<file path="src/rtl/program_counter.sv">
// Fetch-stage program counter: holds the fetch address and picks the next one from
// PC+4, a PC-relative branch target, or an absolute register value (BR).
module program_counter #(
  parameter int unsigned condAddrSize = 19,
  parameter int unsigned brAddrSize   = 26
) (
  input  logic                    clock,
  input  logic                    reset,
  input  logic [condAddrSize-1:0] condAddr19,
  input  logic [brAddrSize-1:0]   brAddr26,
  input  logic                    uncondBr,
  input  logic                    brTaken,
  input  logic                    branchReg,
  input  logic [63:0]             Rd,
  output logic [63:0]             nextPC,
  output logic [63:0]             pc_plus4
);

  logic [63:0] pc_q;
  logic [63:0] pc_d;
  logic [63:0] cond_off;
  logic [63:0] br_off;
  logic [63:0] word_off;
  logic [63:0] byte_off;
  logic [63:0] br_target;
  logic [63:0] seq_or_branch;

  // Offset path: sign extend both encodings, pick one, scale words to bytes.
  always_comb begin
    cond_off = {{(64 - condAddrSize){condAddr19[condAddrSize-1]}}, condAddr19};
    br_off   = {{(64 - brAddrSize){brAddr26[brAddrSize-1]}}, brAddr26};
    word_off = uncondBr ? br_off : cond_off;
    byte_off = {word_off[61:0], 2'b00};
  end

  // Both adders wrap modulo 2^64; carry-out is intentionally dropped.
  always_comb begin
    br_target = pc_q + byte_off;
    pc_plus4  = pc_q + 64'd4;
  end

  always_comb begin
    seq_or_branch = brTaken ? br_target : pc_plus4;
    pc_d          = branchReg ? Rd : seq_or_branch;
  end

  // One flop per address bit, each with its own synchronous reset.
  for (genvar i = 0; i < 64; i++) begin : g_pc_bit
    always_ff @(posedge clock) begin
      if (reset) begin
        pc_q[i] <= 1'b0;
      end else begin
        pc_q[i] <= pc_d[i];
      end
    end
  end

  assign nextPC = pc_q;

endmodule

</file>
<file path="config.mk">
export PLATFORM = sky130hd
export DESIGN_NAME = program_counter
export DESIGN_NICKNAME = d
export VERILOG_FILES = /design/src/rtl/program_counter.sv
export SDC_FILE = /design/constraint.sdc
export NUM_CORES = 1
export LEC_CHECK = 0
export CAP_MARGIN = 20
export CORE_ASPECT_RATIO = 0.75
export CORE_UTILIZATION = 30
export CTS_CLUSTER_DIAMETER = 80
export CTS_CLUSTER_SIZE = 30
export DETAILED_ROUTE_END_ITERATION = 16
export PLACE_DENSITY = 0.61
export SLEW_MARGIN = 30
export SYNTH_ARGS = -nofsm -noshare
export SYNTH_HDL_FRONTEND = slang
export SYNTH_SLANG_ARGS = --single-unit
</file>
<file path="constraint.sdc">
create_clock -name clock -period 9 [get_ports clock]
set_input_delay 0.9 -clock clock [delete_from_list [all_inputs] [get_ports clock]]
set_output_delay 0.9 -clock clock [all_outputs]
set_load 0.02 [all_outputs]
</file>
==> impl_metrics.toml <==
[global_routing]
grtUsageTotal_pct = 23.1
grt_pass1_vias = 8058
grt-ovfl-total = 0
grt_max_degree = 65
antenna_found_initial = 1
grt_pass1_wl_mm = 46.3

[worst_setup_path]
cp.buffers_inverters = 1
worstPathCellList = "nand4_1 > nor4_2 > and3_1 > or4b_1 > nor2_1 > nand2_1 > xnor2_1 > clkdlybuf4s50_1"
arrival_ps = 4490
crit_type = "flip-flop to output pin"
slowest_stage = "clkdlybuf4s50_1"
worstPathRequired_ps = 8100
crit_fanout = 7
cp-end-kind = "output pin"
start_kind = "flip-flop"
cpPeakStageDelay_ps = 690
cp_top_family = "simple AND/OR/NAND/NOR gates"

[placement]
dp.cells = 1555
gp_congestion = 0.899
dpl_cell_area_mm2 = 0.0102
hpwl_mm = 23.3
pre_cts_slack_ps = 3500
io_buffers = 241

[clock_network]
clk_pin_slew_ps = 60
hold_buffers = 0
cts.sinks = 64
htree_levels = 3
cts_tree = "yes"
cts_buffer_depth = 2
clk_latency_ps = 350
numCtsBuffers = 9
ctsResizeCount = 0
postCtsSetupBuffers = 0
root_buffer = "clkbuf_16"

[sta]
period_minus_slack_ps = 5390
worst_slack_ps = 3610
slew_viol_final = 0
holdWs_ps = 534
setup_viol = 0
fin_skew_ps = 6.32
finalSetupTns_ps = 0
fmax_ghz = 0.186
slew_headroom_pct = 32.2
rsz0062_at_grt = "false"
tightest_slew_ps = 1020
min_period_over_period_pct = 59.8
hold_violations = 0

[yosys]
synth_ff_type = "dfxtp_1"
synthDominantCellAreaShare_pct = 17.0
ys_ff_latch = 64
yosys-top-cells-area = "dfxtp_1 (17%), ha_1 (10%), a21oi_1 (7.4%), xnor2_1 (7.3%), nand2_1 (6.1%)"
seq_area_frac_synth_pct = 17.0
yosysMostFrequentCell = "nand2_1"
synth_area_mm2 = 0.00751
synth_edf_count = 0
synth_nets = 1209
yosysWarnings = 0
async_flop_share_pct = 0
ys_top_cells_by_count = "nand2_1 (122), a21oi_1 (111), nor2_1 (104), dfxtp_1 (64), xnor2_1 (63)"
synth_cell_types = 77
netlist_instances = 1032
synth.avg_cell_area_um2 = 7.28
synth_top_area_cell = "dfxtp_1"

[power_and_ir_drop]
p_per_area_mw_per_mm2 = 142
vdd_drop_max_mv = 0.0857
leakage_nw = 4.22

[floorplan]
rows = 49
dieArea_mm2 = 0.0257
top_level_ports = 242
initial_utilization_pct = 31.0
die_w_um = 185
core-area_mm2 = 0.0243
dieHeight_um = 139

[route]
antenna_left = 0
vias = 8631
drtIter0Drc = 653
drc = 0
routed_wl_mm = 30.3
wire_per_inst_um = 19.3
first_pass_iters = 5
vias_per_cell = 5.49

[layout]
diodes = 0
drive_gt1_share_pct = 5.16
layoutNonFillerInstCount = 1571
largest_reg_flops = 64
fin_area_mm2 = 0.0105
fin_nets = 1412
area_growth_pct = 39.1

[run_status]
outcome = "finished clean"

[job]
drv_cap = 0

[hold_path]
min_path_type = "flip-flop to flip-flop"
[kinds of logic after synthesis]
logic type,synth area share [%]
buf+inv,4.41
simple gates,23.3
compound gates,27.5
xor+xnor,12.8
flops,17.0
fa+ha+maj,10.6
mux,4.33
[metrics by stage]
| stage | util (%) | total power, mW |
|---|---|---|
| 6_report | 43.1 | 1.48 |
| 5_1_grt | 43.1 | 1.57 |
| 3_3_place_gp | 41.8 | 1.11 |
| 4_1_cts | 43.1 | 1.48 |
| 2_1_floorplan | - | 0.823 |
| 3_5_place_dp | 41.8 | 1.11 |
[final cells by class]
class	count	area (um^2)
well taps	331	414
multi-input cells	886	5900
repair buffers	251	2470
fillers	2518	13800
flip-flops and latches	64	1280
clock inverters	5	56.3
clock buffers	11	243
inverters	23	86.3
[cell usage in the layout (no fill, tap or decap), types with 8 or more instances in the layout]
cell,n
a211oi_1,23
a21o_1,32
a21oi_1,111
a221oi_1,9
and3_1,21
buf_4,10
clkbuf_16,9
clkdlybuf4s50_1,238
dfxtp_1,64
ha_1,62
inv_1,21
mux2_2,19
mux2i_1,10
nand2_1,122
nand3_1,25
nand4_1,32
nor2_1,104
nor3_1,11
o211ai_1,9
o21ai_0,39
o21ai_1,11
o21bai_1,11
o22ai_1,9
or3_1,8
xnor2_1,63
xor2_1,47
[worst paths after layout]
kind         depth (start not counted)  slack (ps)       start            to
min reg2reg                          2         530   nextPC[0]     nextPC[0]
max reg2reg                          9        5090  nextPC[13]    nextPC[53]
min                                  2         530   nextPC[0]     nextPC[0]
max                                  8        3610  nextPC[13]  pc_plus4[53]
[routing by layer]
metal	up-vias	global-route usage, %	part of all wire [%]
li1	4204	-	-
met1	4073	35.6	51
met2	335	33.7	40
met4	0	3.61	0.80
met5	-	0	0
met3	19	3.49	7.4
[worst reg2reg max path: cells and delay by family (launching register included)]
kind | cells | cell delay (ps)
DFF | 1 | 550
AOI/OAI and AO/OA | 2 | 370
xor gates and xnor gates | 1 | 320
and+or+nand+nor | 6 | 2590
[power breakdown]
group | internal [mW] | total (mW) | leakage (nW) | switching [mW]
clock | 0.222 | 0.372 | 0.145 | 0.150
sequential | 0.311 | 0.362 | 0.533 | 0.0505
combinational | 0.332 | 0.749 | 3.54 | 0.417
total | 0.865 | 1.48 | 4.22 | 0.617
Power figures use the tool's default switching activity.
